===== src/rtl/hour_chime_alarm.sv =====
// Hourly chime (low pre-chime at xx:59:50..58, high tone at xx:00:00) with a
// speaker tone generator; the alarm clock feature is built only with HOUR_CHIME_ALARM_EN.
module hour_chime_alarm #(
  parameter int unsigned CLK_FREQ   = 1000,
  parameter int unsigned TONE_LO_HZ = 250,
  parameter int unsigned TONE_HI_HZ = 500,
  parameter int unsigned ALARM_SECS = 60
) (
  input  logic       clk,
  input  logic       CLR_n,
  input  logic [4:0] hour,
  input  logic [5:0] minute,
  input  logic [5:0] second,
  input  logic       alarm_en,
  input  logic       al_h_inc,
  input  logic       al_m_inc,
  input  logic       stop,
  output logic       speaker,
  output logic [4:0] al_hour,
  output logic [5:0] al_min,
  output logic       chime_on,
  output logic       alarm_on
);

  localparam int unsigned HALF_LO_RAW = CLK_FREQ / (2 * TONE_LO_HZ);
  localparam int unsigned HALF_HI_RAW = CLK_FREQ / (2 * TONE_HI_HZ);
  // A half-period below one cycle is clamped so the counter compare stays valid.
  localparam int unsigned HALF_LO     = (HALF_LO_RAW == 0) ? 1 : HALF_LO_RAW;
  localparam int unsigned HALF_HI     = (HALF_HI_RAW == 0) ? 1 : HALF_HI_RAW;
  localparam int unsigned HALF_MAX    = (HALF_LO > HALF_HI) ? HALF_LO : HALF_HI;
  localparam int unsigned HCNT_W      = $clog2(HALF_MAX + 1);

  typedef enum logic [1:0] {TONE_OFF, TONE_LO, TONE_HI} tone_e;

  logic [5:0]        sec_q;
  logic              sec_tick;
  logic              chime_lo;
  logic              chime_hi;
  logic              alarm_audible;
  tone_e             tone_sel;
  tone_e             tone_q;
  logic [HCNT_W-1:0] hcnt_q;
  logic [HCNT_W-1:0] half_lim;

  // Second-change detector
  always_ff @(posedge clk or negedge CLR_n) begin
    if (!CLR_n) sec_q <= '0;
    else        sec_q <= second;
  end

  assign sec_tick = (second != sec_q);

  assign chime_lo = (minute == 6'd59) && (second >= 6'd50) && (second <= 6'd58) && !second[0];
  assign chime_hi = (minute == 6'd0) && (second == 6'd0);

  always_ff @(posedge clk or negedge CLR_n) begin
    if (!CLR_n) chime_on <= 1'b0;
    else        chime_on <= chime_lo | chime_hi;
  end

`ifdef HOUR_CHIME_ALARM_EN
  localparam int unsigned RING_W = $clog2(ALARM_SECS + 1);

  typedef enum logic {A_IDLE, A_RING} a_state_e;

  a_state_e          state_q;
  a_state_e          state_d;
  logic [RING_W-1:0] ring_q;
  logic [RING_W-1:0] ring_d;
  logic              tick_seen_q;
  logic              match;

  // The very first tick after reset never triggers the alarm.
  assign match = sec_tick && tick_seen_q && alarm_en && (hour == al_hour) &&
                 (minute == al_min) && (second == 6'd0);

  always_ff @(posedge clk or negedge CLR_n) begin
    if (!CLR_n) begin
      state_q     <= A_IDLE;
      ring_q      <= '0;
      alarm_on    <= 1'b0;
      tick_seen_q <= 1'b0;
    end else begin
      state_q     <= state_d;
      ring_q      <= ring_d;
      alarm_on    <= (state_d == A_RING);
      tick_seen_q <= tick_seen_q | sec_tick;
    end
  end

  // Alarm next-state and ring-seconds counter
  always_comb begin
    state_d = state_q;
    ring_d  = ring_q;
    case (state_q)
      A_IDLE: begin
        if (match) begin
          state_d = A_RING;
          ring_d  = '0;
        end
      end
      A_RING: begin
        if (stop || !alarm_en || (ring_q == RING_W'(ALARM_SECS))) begin
          state_d = A_IDLE;
          ring_d  = '0;
        end else if (sec_tick) begin
          ring_d = ring_q + RING_W'(1);
        end
      end
      default: begin
        state_d = A_IDLE;
        ring_d  = '0;
      end
    endcase
  end

  // Alarm time setting; hour and minute wrap independently.
  always_ff @(posedge clk or negedge CLR_n) begin
    if (!CLR_n) begin
      al_hour <= 5'd7;
      al_min  <= 6'd0;
    end else begin
      if (al_h_inc) al_hour <= (al_hour == 5'd23) ? 5'd0 : al_hour + 5'd1;
      if (al_m_inc) al_min  <= (al_min == 6'd59) ? 6'd0 : al_min + 6'd1;
    end
  end

  assign alarm_audible = (state_q == A_RING) && !second[0];
`else
  logic unused_alarm_inputs;

  assign unused_alarm_inputs = ^{hour, alarm_en, al_h_inc, al_m_inc, stop, sec_tick};
  assign alarm_on            = 1'b0;
  assign al_hour             = 5'd7;
  assign al_min              = 6'd0;
  assign alarm_audible       = 1'b0;
`endif

  // Tone priority: on-the-hour chime, pre-chime, alarm, silence
  always_comb begin
    tone_sel = TONE_OFF;
    if (chime_hi)           tone_sel = TONE_HI;
    else if (chime_lo)      tone_sel = TONE_LO;
    else if (alarm_audible) tone_sel = TONE_HI;
  end

  assign half_lim = (tone_sel == TONE_HI) ? HCNT_W'(HALF_HI - 1) : HCNT_W'(HALF_LO - 1);

  // Half-period counter restarts from a low speaker on every tone change.
  always_ff @(posedge clk or negedge CLR_n) begin
    if (!CLR_n) begin
      tone_q  <= TONE_OFF;
      hcnt_q  <= '0;
      speaker <= 1'b0;
    end else begin
      tone_q <= tone_sel;
      if ((tone_sel != tone_q) || (tone_sel == TONE_OFF)) begin
        hcnt_q  <= '0;
        speaker <= 1'b0;
      end else if (hcnt_q == half_lim) begin
        hcnt_q  <= '0;
        speaker <= ~speaker;
      end else begin
        hcnt_q <= hcnt_q + HCNT_W'(1);
      end
    end
  end

endmodule

===== config.mk =====
export PLATFORM = sky130hd
export DESIGN_NAME = hour_chime_alarm
export DESIGN_NICKNAME = d
export VERILOG_FILES = /design/src/rtl/hour_chime_alarm.sv
export SDC_FILE = /design/constraint.sdc
export NUM_CORES = 1
export LEC_CHECK = 0
export ABC_AREA = 1
export ABC_CLOCK_PERIOD_IN_PS = 800
export CAP_MARGIN = 25
export CORE_MARGIN = 2
export CORE_UTILIZATION = 29
export CTS_CLUSTER_SIZE = 40
export DETAILED_ROUTE_END_ITERATION = 8
export PLACE_DENSITY = 0.84
export SYNTH_ARGS = -nofsm -noshare
export SYNTH_HDL_FRONTEND = slang
export SYNTH_SLANG_ARGS = --single-unit

===== constraint.sdc =====
create_clock -name clk -period 0.8 [get_ports clk]
set_input_delay 0.16 -clock clk [delete_from_list [all_inputs] [get_ports clk]]
set_output_delay 0.16 -clock clk [all_outputs]
set_load 0.02 [all_outputs]

# == Word level (Yosys, flattened, before mapping) ==
# Cells that the tools add are included.
# totals
register_bits,6
input_bits,23
output_inout_bits,14
elab_cells,30
# op_classes
addsub,1
n_lt_le_gt_ge,2
eq_ne,4
mux,7
bitwise,2
n_reduce_logical,10
# ops
operator,n
$logic_not A6 Y1,2
$eq A6 B6 Y1 const B,1
$ge A6 B6 Y1 const B,1
$le A6 B6 Y1 const B,1
$mux W2,3
$logic_and A1 B1 Y1,4
$mux W1,4
$add A2 B1 Y2 const B,1
$eq A2 B1 Y1,1
$eq A2 B2 Y1 const B,1
$logic_not A2 Y1,1
$ne A2 B2 Y1,1
$reduce_bool A2 Y1,1
$logic_not A1 Y1,1
$logic_or A1 B1 Y1,1
$not A1 Y1,1
$or A1 B1 Y1,1

# == Logic depth before layout (Yosys ltp) ==
# depth
word_depth,11
mapped_depth,9

# == Least setup slack after synthesis ==
# No wires, ideal clock.
# synth_path
kind,input port to flip-flop
start,input port minute[2]
end,register speaker
t_arrival_ns,0.738
required_time_ns,0.683
path_slack_ns,-0.055
path_stages,8
path_cell_list,nor2_1 nand2_1 nor2_4 nand2_2 nand2_1 nand3_2 nor2_1 nor2_1
# synth_between
elab_chain_len,10
word_cells_on_any_way,16
# synth_rtl
element,line,text
start: declaration,12,"input logic [5:0] minute,"
$eq A6 B6 Y1,53,assign chime_lo = (minute == 6'd59) && (second >= 6'd50) && (second <= 6'd58) && !second[0];
$logic_and A1 B1 Y1 (3 in a row),53,
$mux W1,143,else if (chime_lo) tone_sel = TONE_LO;
$mux W2 (*),142,if (chime_hi) tone_sel = TONE_HI;
$eq A2 B2 Y1,147,assign half_lim = (tone_sel == TONE_HI) ? HCNT_W'(HALF_HI - 1) : HCNT_W'(HALF_LO - 1);
$mux W1,147,
$eq A2 B1 Y1,160,end else if (hcnt_q == half_lim) begin
$reduce_bool A2 Y1 (no source line),--,
end signal: assignment,162,speaker <= ~speaker;
end: declaration,18,"output logic speaker,"
# Every way passes the cells marked *; elsewhere a longest branch is shown, timed or not.
# A chain may end at the register's enable or synchronous reset.

# == Worst setup path in the final report ==
# layout_path
start,register speaker
end,output port speaker
# No word-level cell between the ends.

==> impl_metrics.ini <==
[global_route]
track_usage_pct = 12.85
grt_first_pass_wirelength_um = 1828
grt_overflow = 0
grt_pass1_vias = 446
antenna_found_initial = 0
grt_start_max_net_pins = 7

[cts]
clock-sinks = 6
path_clk_slew_ns = 0.05
cts_max_level = 1
clockBufferDepth = 2
clk_latency_ns = 0.25
cts_buffers = 3
ctsHoldBuffers = 0
cts_root_buf = clkbuf_4
cts_tree = done

[floorplanning]
die_area_um2 = 2036
die_w_um = 45.13
die_h_um = 45.13
initial_core_util_pct = 31.82
core_um2 = 1541
num_io_pins = 37
fp-row-count = 14

[worst_setup_path]
cp-start-kind = flop
cp_cell_sequence = buf_6
critPathKind = reg -> out
cpPeakStageDelay_ns = 0.38
crit_path_max_fanout = 2
end_kind = output port
crit_family = flip-flops
cp_data_arrival_time_ns = 0.76
critical_path_required_ns = 0.64
crit_slowest_cell = dfrtp_1
crit_buf_inv = 1
rrSetupSlack_ns = -0.08

[finish]
final_cell_mix = conb_1 (12), buf_2 (11)
fillers = 156
final_common_cell = conb_1
area_growth_pct = 39.80
drive_gt1_share_pct = 56.18
antenna_cells = 0
finalNetCount = 114

[routing]
avgViaCountPerCell = 4.314
dr.pass1.iters = 2
wl_per_cell_um = 9.829
antenna_left = 0
wl_um = 1032
dr_total_vias = 453
drtIter0Drc = 2
drc = 0

[sta]
rsz0062_at_grt = yes
hold_viol_final = 0
finalCriticalPeriod_ns = 0.9185
setup_violations = 5
setup_ws_ns = -0.1185
period_share_pct = 114.8
slew_viol_final = 0
fin_setup_tns_ns = -0.3609
hold_ws_ns = 0.1560
fmax_mhz = 1089
fin_skew_ns = 0.002249

[logic_synthesis]
synthDistinctLibCells = 17
ys_ff_latch = 6
syn_inst = 69
synth_area_um2 = 490.5
yosysWarningCount = 0
avgSynthCellArea_um2 = 7.108
synth_seq_area_share_pct = 30.61

[power_and_ir_drop]
p_leak_nw = 0.3561
combPwrFrac_pct = 21.4
power_density_nw_per_um2 = 1096
p_seq_share_pct = 40.5
switching_share_pct = 30.09
switching_power_w = 0.0002262
peakVddDrop_uv = 517.5
pwr-share-clk_pct = 38.0
cellInternalPower_w = 0.0005255

[run]
drv_cap = 0

[run_status]
status = finished, violations left
violations = negative setup slack

[placement]
dp_hpwl_um = 778.8
port_buffers = 15
dp_slack_ns = -0.6749
place.gp.congestion = 0.7492

[min_path]
hold_class = in -> async
[state kept, by name (all words and copies together), names as in the netlist]
register,cells
chime_on,1
hcnt_q,2
speaker,1
tone_q,2
[worst paths after layout]
kind | start | depth (start not counted) | endpoint
min in group clk | minute[2] | 5 | tone_q[0]$_DFF_PN0_
max in group asynchronous | CLR_n | 1 | speaker$_DFFE_PN0P_
worst min-delay path | CLR_n | 1 | tone_q[1]$_DFF_PN0_
worst max-delay path | speaker$_DFFE_PN0P_ | 1 | speaker
worst max register to register | tone_q[1]$_DFF_PN0_ | 5 | speaker$_DFFE_PN0P_
worst min register to register | tone_q[0]$_DFF_PN0_ | 3 | hcnt_q[1]$_DFF_PN0_
[what timing repair did]
action,CTS,global route
gates resized for setup,67,7
pin swaps,17,11
setup endpoints to repair,8,6
buffers inserted,3,0
[final cells by class]
class | instances | area [um^2] | share of cell area (%)
clock buffers | 3 | 22.52 | 3.285
inverters | 11 | 41.29 | 6.022
multi-input cells | 50 | 315.3 | 45.99
flip-flops and latches | 6 | 150.1 | 21.90
well taps | 16 | 20.02 | 2.920
repair buffers | 19 | 136.4 | 19.89
[synth_stat cells]
cell / number / area (um^2)
nand3_2: 3 / 30.03
nor2_2: 5 / 31.28
nor3_1: 1 / 5.000
buf_4: 12 / 90.09
conb_1: 2 / 7.510
nor2_4: 1 / 11.26
nand2_1: 11 / 41.29
nand3b_1: 1 / 7.510
inv_1: 8 / 30.03
dfrtp_1: 6 / 150.1
nand3_1: 2 / 10.01
inv_2: 3 / 11.26
nor2_1: 8 / 30.03
a21oi_1: 1 / 5.000
o21ai_1: 1 / 5.000
nand4_1: 1 / 6.260
nand2_2: 3 / 18.77
[routing by layer]
layer,track usage (%),share of wire [%]
met3,6.000,8.5
met5,0,0
met2,22.57,53
met4,3.529,0
met1,13.69,38
[power groups by stage]
stage / sequential, W / clock (W) / combinational (W)
after global routing: 0.000304 / 0.000311 / 0.000178
after floorplan: 0.000309 / 0 / 0.000132
after detailed placement: 0.000309 / 0 / 0.000185
final: 0.000305 / 0.000286 / 0.000161
after global placement: 0.000309 / 0 / 0.000182
after CTS: 0.000305 / 0.000293 / 0.000157
[logic make-up after synthesis]
| kind of cell | count (synthesis) | share of synthesized area (%) |
|---|---|---|
| other | 2 | 1.531 |
| DFF | 6 | 30.61 |
| AOI/OAI and AO/OA | 2 | 2.039 |
| buffers and inverters | 23 | 26.79 |
| and+or+nand+nor | 36 | 39.03 |
[stage by stage]
step           total power (W)  instances  util, %  cell area (um^2)
3_5_place_dp         0.0004938         99    42.37             653.1
6_report             0.0007517        105    44.48             685.7
2_1_floorplan        0.0004416         79        -             565.5
4_1_cts              0.0007548        105    42.94             661.9
5_1_grt              0.0007934        105    44.48             685.7
3_3_place_gp         0.0004911         99    42.37             653.1
Note: power is estimated with default switching activity, not from simulation.
==> edit 1, RTL diff (same settings) <==
`CLK_FREQ`: 1000 -> 2000.
--- a/src/rtl/hour_chime_alarm.sv
+++ b/src/rtl/hour_chime_alarm.sv
@@ -2,5 +2,5 @@
 // speaker tone generator; the alarm clock feature is built only with HOUR_CHIME_ALARM_EN.
 module hour_chime_alarm #(
-  parameter int unsigned CLK_FREQ   = 1000,
+  parameter int unsigned CLK_FREQ   = 2000,
   parameter int unsigned TONE_LO_HZ = 250,
   parameter int unsigned TONE_HI_HZ = 500,
Check against the original RTL: not equivalent (a bounded check fails within 4 cycles, from zero or initial values).
==> edit 1 against the original RTL <==
The flow still finishes with violations (negative setup slack); die area up 9.5%; global-route usage is essentially flat; sequential cell count grew 1; sequential power grew 16%; first-iteration DRC count fell by 100%; synthesized area up 10%; cell area up 15%; wire length up 4.9%; count of clock-buffer cells in the layout is 1 higher; power grew 13%; worst setup slack got worse by 7.5 ps; clock power rose by 11%; synthesized cell count increased by 2.9%; largest power group unchanged.
==> edit 1: results (changes against the original RTL) <==
fraction of synthesized area in multiplexers=0% (unchanged); post-synthesis async set-or-reset flop share=100% (unchanged); Synth Area in Compound Gates=1.85% (-0.19 points); final non-filler cell total=119 (+13%); vias in the first global route=471 (+5.6%); detailed-route wire length=1080 um (+4.9%); r2r worst-path depth=6 (+1); routability cong.=0.677 (-9.6%); maximum buffer depth of the clock tree=2 (unchanged); Top Registers=hcnt_q: 3 flops, tone_q: 2 flops; Met2 Wirelength=630 um (+14%); DR vias=460 (+1.5%); count of different cell masters after synthesis=17 (unchanged); worst stage delay on the critical path=220 ps (-160 ps); largest net degree at the start of global routing=8 (+1); IR drop worst, VDD=0.686 mV (+33%); clk_skew=2.68 ps (+0.427 ps); highest fanout seen on the critical path=3 (+1); adder-cell share of the synthesized area=2.31% (+2.3 points); number of instances in the placed design=112 (+13%); # H-tree levels=1 (unchanged); most used standard cells in the synthesized netlist=sky130_fd_sc_hd__buf_4, sky130_fd_sc_hd__inv_1, sky130_fd_sc_hd__dfrtp_1, sky130_fd_sc_hd__nand2_2, sky130_fd_sc_hd__nor2_1; share of the synthesized netlist area taken by xor and xnor gates=1.62% (+1.6 points); TritonRoute pass-1 iters=1 (-1); type of the tightest min-delay check=in2async; first-pass GRT wire length=1860 um (+1.5%); antenna violations before repair=0 (unchanged); CTS buffer count=3 (unchanged); length of routed met3 wiring=71 um (-19%); Iter 0 DRT Violations=0 (-2); result of the run=complete, but fails checks; Final WS setup=-126 ps (-7.46 ps); half-perimeter wire length after detailed placement=875 um (+12%); total number of yosys warnings=0 (unchanged); main area contributors after synthesis=sky130_fd_sc_hd__dfrtp_1, sky130_fd_sc_hd__buf_4, sky130_fd_sc_hd__nand2_2, sky130_fd_sc_hd__inv_1, sky130_fd_sc_hd__nor2_1; clock insertion delay at the later pin of the skew report=250 ps (about the same); Cell Area, Placed=718 um2 (+10%); Antenna Cells=0 (unchanged); CTS Root Cell=sky130_fd_sc_hd__clkbuf_4; Reg clk slew, reported paths=50 ps (about the same); total of endpoints with negative setup slack in the final report=6 (+1); fraction of final layout cells sized beyond drive strength 1=47.9% (-8.3 points); fraction of the yosys area taken by sequential cells=32.3% (+1.7 points); Port-buffer cells=15 (unchanged); Top Family by Delay on Critical Path=simple AND/OR/NAND/NOR gates; Post-Syn Instances=71 (+2.9%); failing checks=negative setup slack; Post-Route M1 WL=357 um (-8.7%); slowest stage cell on the critical path=sky130_fd_sc_hd__clkdlybuf4s15_1; Fin. Hold Viols=0 (unchanged); all-layer global routing usage=12.8% (-0.048 points); Leakage=0.400 nW (+12%); topmost layer with routed signal wires=met4; WP data arrival=1110 ps (+350 ps)
-- edit 1: layer usage --
layer / global-route usage (%) / vias to the layer above
met4: 8.33 / 0
li1: - / 234
met1: 10.4 / 207
met3: 4.62 / 2
met2: 24.9 / 17
met5: 0 / -
-- edit 1: layout make-up --
type | count | area (um2)
fillers | 175 | 958
multi-input cells | 49 | 322
well taps | 25 | 31.3
flip-flops and latches | 7 | 175
clock buffers | 4 | 26.3
repair buffers | 21 | 184
inverters | 13 | 48.8
-- edit 1: kinds of logic (layout without fill, tap and decap cells) --
kind of cell / after synthesis / after routing
XOR/XNOR: 1 / 1
buffers and inverters: 25 / 38
AND/OR/NAND/NOR: 33 / 33
other: 2 / 12
flip-flops: 7 / 7
AO/OA/AOI/OAI: 2 / 2
adder cells (fa/ha/maj): 1 / 1
-- edit 1: repair_timing --
item | CTS | global route
setup buffers | 3 | 1
resized for setup | 45 | 4
hold buffers | 0 | 0
pin swaps | 18 | 8
setup endpoints to repair | 9 | 8
-- edit 1: final timing paths --
kind,to,startpoint,slack [ps]
max,speaker,second[5],-130
min,chime_on,CLR_n,160
max reg2reg,speaker,hcnt_q[0],-120
min reg2reg,hcnt_q[0],hcnt_q[0],480
max in group asynchronous,speaker,CLR_n,400
min in group clk,tone_q[1],second[1],340
-- edit 1: power breakdown --
part | internal (mW) | switching (mW) | total, mW
Sequential | 0.355 | 0.0000792 | 0.355
Combinational | 0.0624 | 0.112 | 0.175
Clock | 0.190 | 0.127 | 0.317
-- edit 1: stage by stage --
step,utilization (%),worst slack [ps],setup TNS [ps]
after floorplan,-,-61.5,-164
after global placement,41.1,-615,-4180
after detailed placement,41.1,-660,-4400
after CTS,44.2,-139,-684
after global routing,45.1,-201,-1030
final,45.1,-126,-650
==> edit 2, RTL diff (same flow settings) <==
Without the edit above. Encoding of `tone_e`: now one-hot (3 bits for 3 values).
--- a/src/rtl/hour_chime_alarm.sv
+++ b/src/rtl/hour_chime_alarm.sv
@@ -31,5 +31,5 @@
   localparam int unsigned HCNT_W      = $clog2(HALF_MAX + 1);
 
-  typedef enum logic [1:0] {TONE_OFF, TONE_LO, TONE_HI} tone_e;
+  typedef enum logic [2:0] {TONE_OFF = 3'b001, TONE_LO = 3'b010, TONE_HI = 3'b100} tone_e;
 
   logic [5:0]        sec_q;
Formal check against the unedited RTL: same outputs for any inputs over 10 cycles, from zero or initial values; not proved beyond that.
==> edit 2 against the original RTL <==
The flow still finishes with violations (negative setup slack); count of clock-buffer cells in the layout up 1; first-iteration DRC count up 50%; worst setup slack worse by 36 ps; clock power up 9.4%; wire length up 19%; synthesized area up 11%; cell area up 17%; power up 14%; register-to-register slack worse by 50 ps; clock skew up 5.2 ps; non-clock buffer count up 4; highest routed layer is now met4; sequential cell count up 1; critical path type is now in2reg.
==> edit 2: results (changes against the original RTL) <==
fraction of the yosys area taken by sequential cells=32.3% (+1.7 points); count of different cell masters after synthesis=16 (-1); all-layer global routing usage=12.8% (about the same); total number of yosys warnings=0 (unchanged); minimum setup slack after placement=-747 ps (-72.2 ps); number of instances in the placed design=120 (+21%); clk_skew=7.44 ps (+5.19 ps); final non-filler cell total=128 (+22%); type of the tightest min-delay check=in2async; failing checks=negative setup slack; Final WS setup=-154 ps (-35.9 ps); clock insertion delay at the later pin of the skew report=250 ps (about the same); Vias/cell=4.04 (-6.4%); per-cell routed wire length=9.55 um (-2.8%); WP data arrival=1090 ps (+330 ps); CTS Root Cell=sky130_fd_sc_hd__clkbuf_4; CTS buffer count=3 (unchanged); most used standard cells in the synthesized netlist=sky130_fd_sc_hd__nand2_1, sky130_fd_sc_hd__nor2_1, sky130_fd_sc_hd__buf_4, sky130_fd_sc_hd__inv_1, sky130_fd_sc_hd__dfrtp_1; IR drop worst, VDD=0.555 mV (+7.3%); post-synthesis async set-or-reset flop share=100% (unchanged); Reg clk slew, reported paths=50 ps (about the same); share of the synthesized netlist area taken by xor and xnor gates=1.60% (+1.6 points); adder-cell share of the synthesized area=0% (unchanged); dominant register cell in the synthesized netlist=sky130_fd_sc_hd__dfrtp_1; Port-buffer cells=15 (unchanged); result of the run=complete, but fails checks; number of filler instances in the final layout=181 (+16%); Leakage=0.448 nW (+26%); Iter 0 DRT Violations=3 (+1); routability cong.=0.782 (+4.4%); number of nets in the finished design=127 (+11%); Antenna Cells=0 (unchanged); Top Registers=tone_q: 3 flops, hcnt_q: 2 flops; largest net degree at the start of global routing=6 (-1); # H-tree levels=1 (unchanged); most frequent cell after synthesis=sky130_fd_sc_hd__nand2_1; total of endpoints with negative setup slack in the final report=6 (+1); fraction of final layout cells sized beyond drive strength 1=51.5% (-4.7 points); Synth Area in Compound Gates=0.915% (-1.1 points); main area contributors after synthesis=sky130_fd_sc_hd__dfrtp_1, sky130_fd_sc_hd__buf_4, sky130_fd_sc_hd__nand2_1, sky130_fd_sc_hd__nor2_1, sky130_fd_sc_hd__inv_1; first-pass GRT wire length=1970 um (+7.5%); TritonRoute pass-1 iters=4 (+2); antenna violations before repair=0 (unchanged); highest fanout seen on the critical path=3 (+1); Post-Syn Instances=78 (+13%); half-perimeter wire length after detailed placement=950 um (+22%)
[edit 2: worst paths after layout]
kind / end / start / cells after the start / slack (ps)
max: hcnt_q[1] / second[1] / 10 / -150
min: chime_on / CLR_n / 1 / 90
max reg2reg: hcnt_q[1] / tone_q[2] / 5 / -130
min reg2reg: speaker / tone_q[1] / 3 / 570
max in group asynchronous: tone_q[1] / CLR_n / 2 / 400
min in group clk: tone_q[1] / minute[5] / 5 / 260
[edit 2: stage by stage]
stage                     setup TNS, ps  hold slack, ps  cell area (um2)  power, mW  utilization, %
after floorplan                    -609            -136              584      0.490               -
after global placement            -4370             347              706      0.529            40.4
after detailed placement          -4740             357              706      0.535            40.4
after CTS                          -842            90.8              762      0.851            43.7
after global routing              -1070            81.8              803      0.905            46.0
final                              -675            94.3              803      0.860            46.0
[edit 2: per-layer routing]
| layer | global-route usage (%) | part of all wire [%] |
|---|---|---|
| met2 | 24.6 | 58 |
| met4 | 6.11 | 3.7 |
| met5 | 0 | 0 |
| met1 | 12.3 | 35 |
| met3 | 3.77 | 3.2 |
[edit 2: worst max-delay path: stages]
cell and delay [ps]:
sky130_fd_sc_hd__buf_4 130, sky130_fd_sc_hd__nor2_2 100, sky130_fd_sc_hd__nand2_2 80, sky130_fd_sc_hd__nor2_4 150, sky130_fd_sc_hd__buf_4 120, sky130_fd_sc_hd__nand3b_1 100, sky130_fd_sc_hd__nand2_2 90, sky130_fd_sc_hd__nor2_2 40
sky130_fd_sc_hd__nand2_1 80, sky130_fd_sc_hd__nor2_1 50
[edit 2: what timing repair did]
action / in CTS / in global routing
resized for setup: 74 / 14
buffers inserted: 4 / 1
setup endpoints to repair: 9 / 8
hold buffers: 0 / 0
pin swaps: 25 / 14
[edit 2: cell type report]
type,count,share of cell area (%)
multi-input cells,57,41.4
flip-flops and latches,7,22.0
inverters,12,6.23
well taps,25,3.89
repair buffers,23,23.2
clock buffers,4,3.27
[edit 2: power breakdown]
group          leakage (nW)  internal (mW)  switching (mW)  total, mW
clock                0.0150          0.190           0.123      0.313
sequential           0.0944          0.355        0.000111      0.355
combinational         0.339         0.0728           0.118      0.191
total                 0.448          0.618           0.242      0.860
[edit 2: kinds of logic after synthesis]
family	Yosys count
DFF	7
AOI/OAI and AO/OA	1
other	2
buffers and inverters	24
and+or+nand+nor	43
xor gates and xnor gates	1
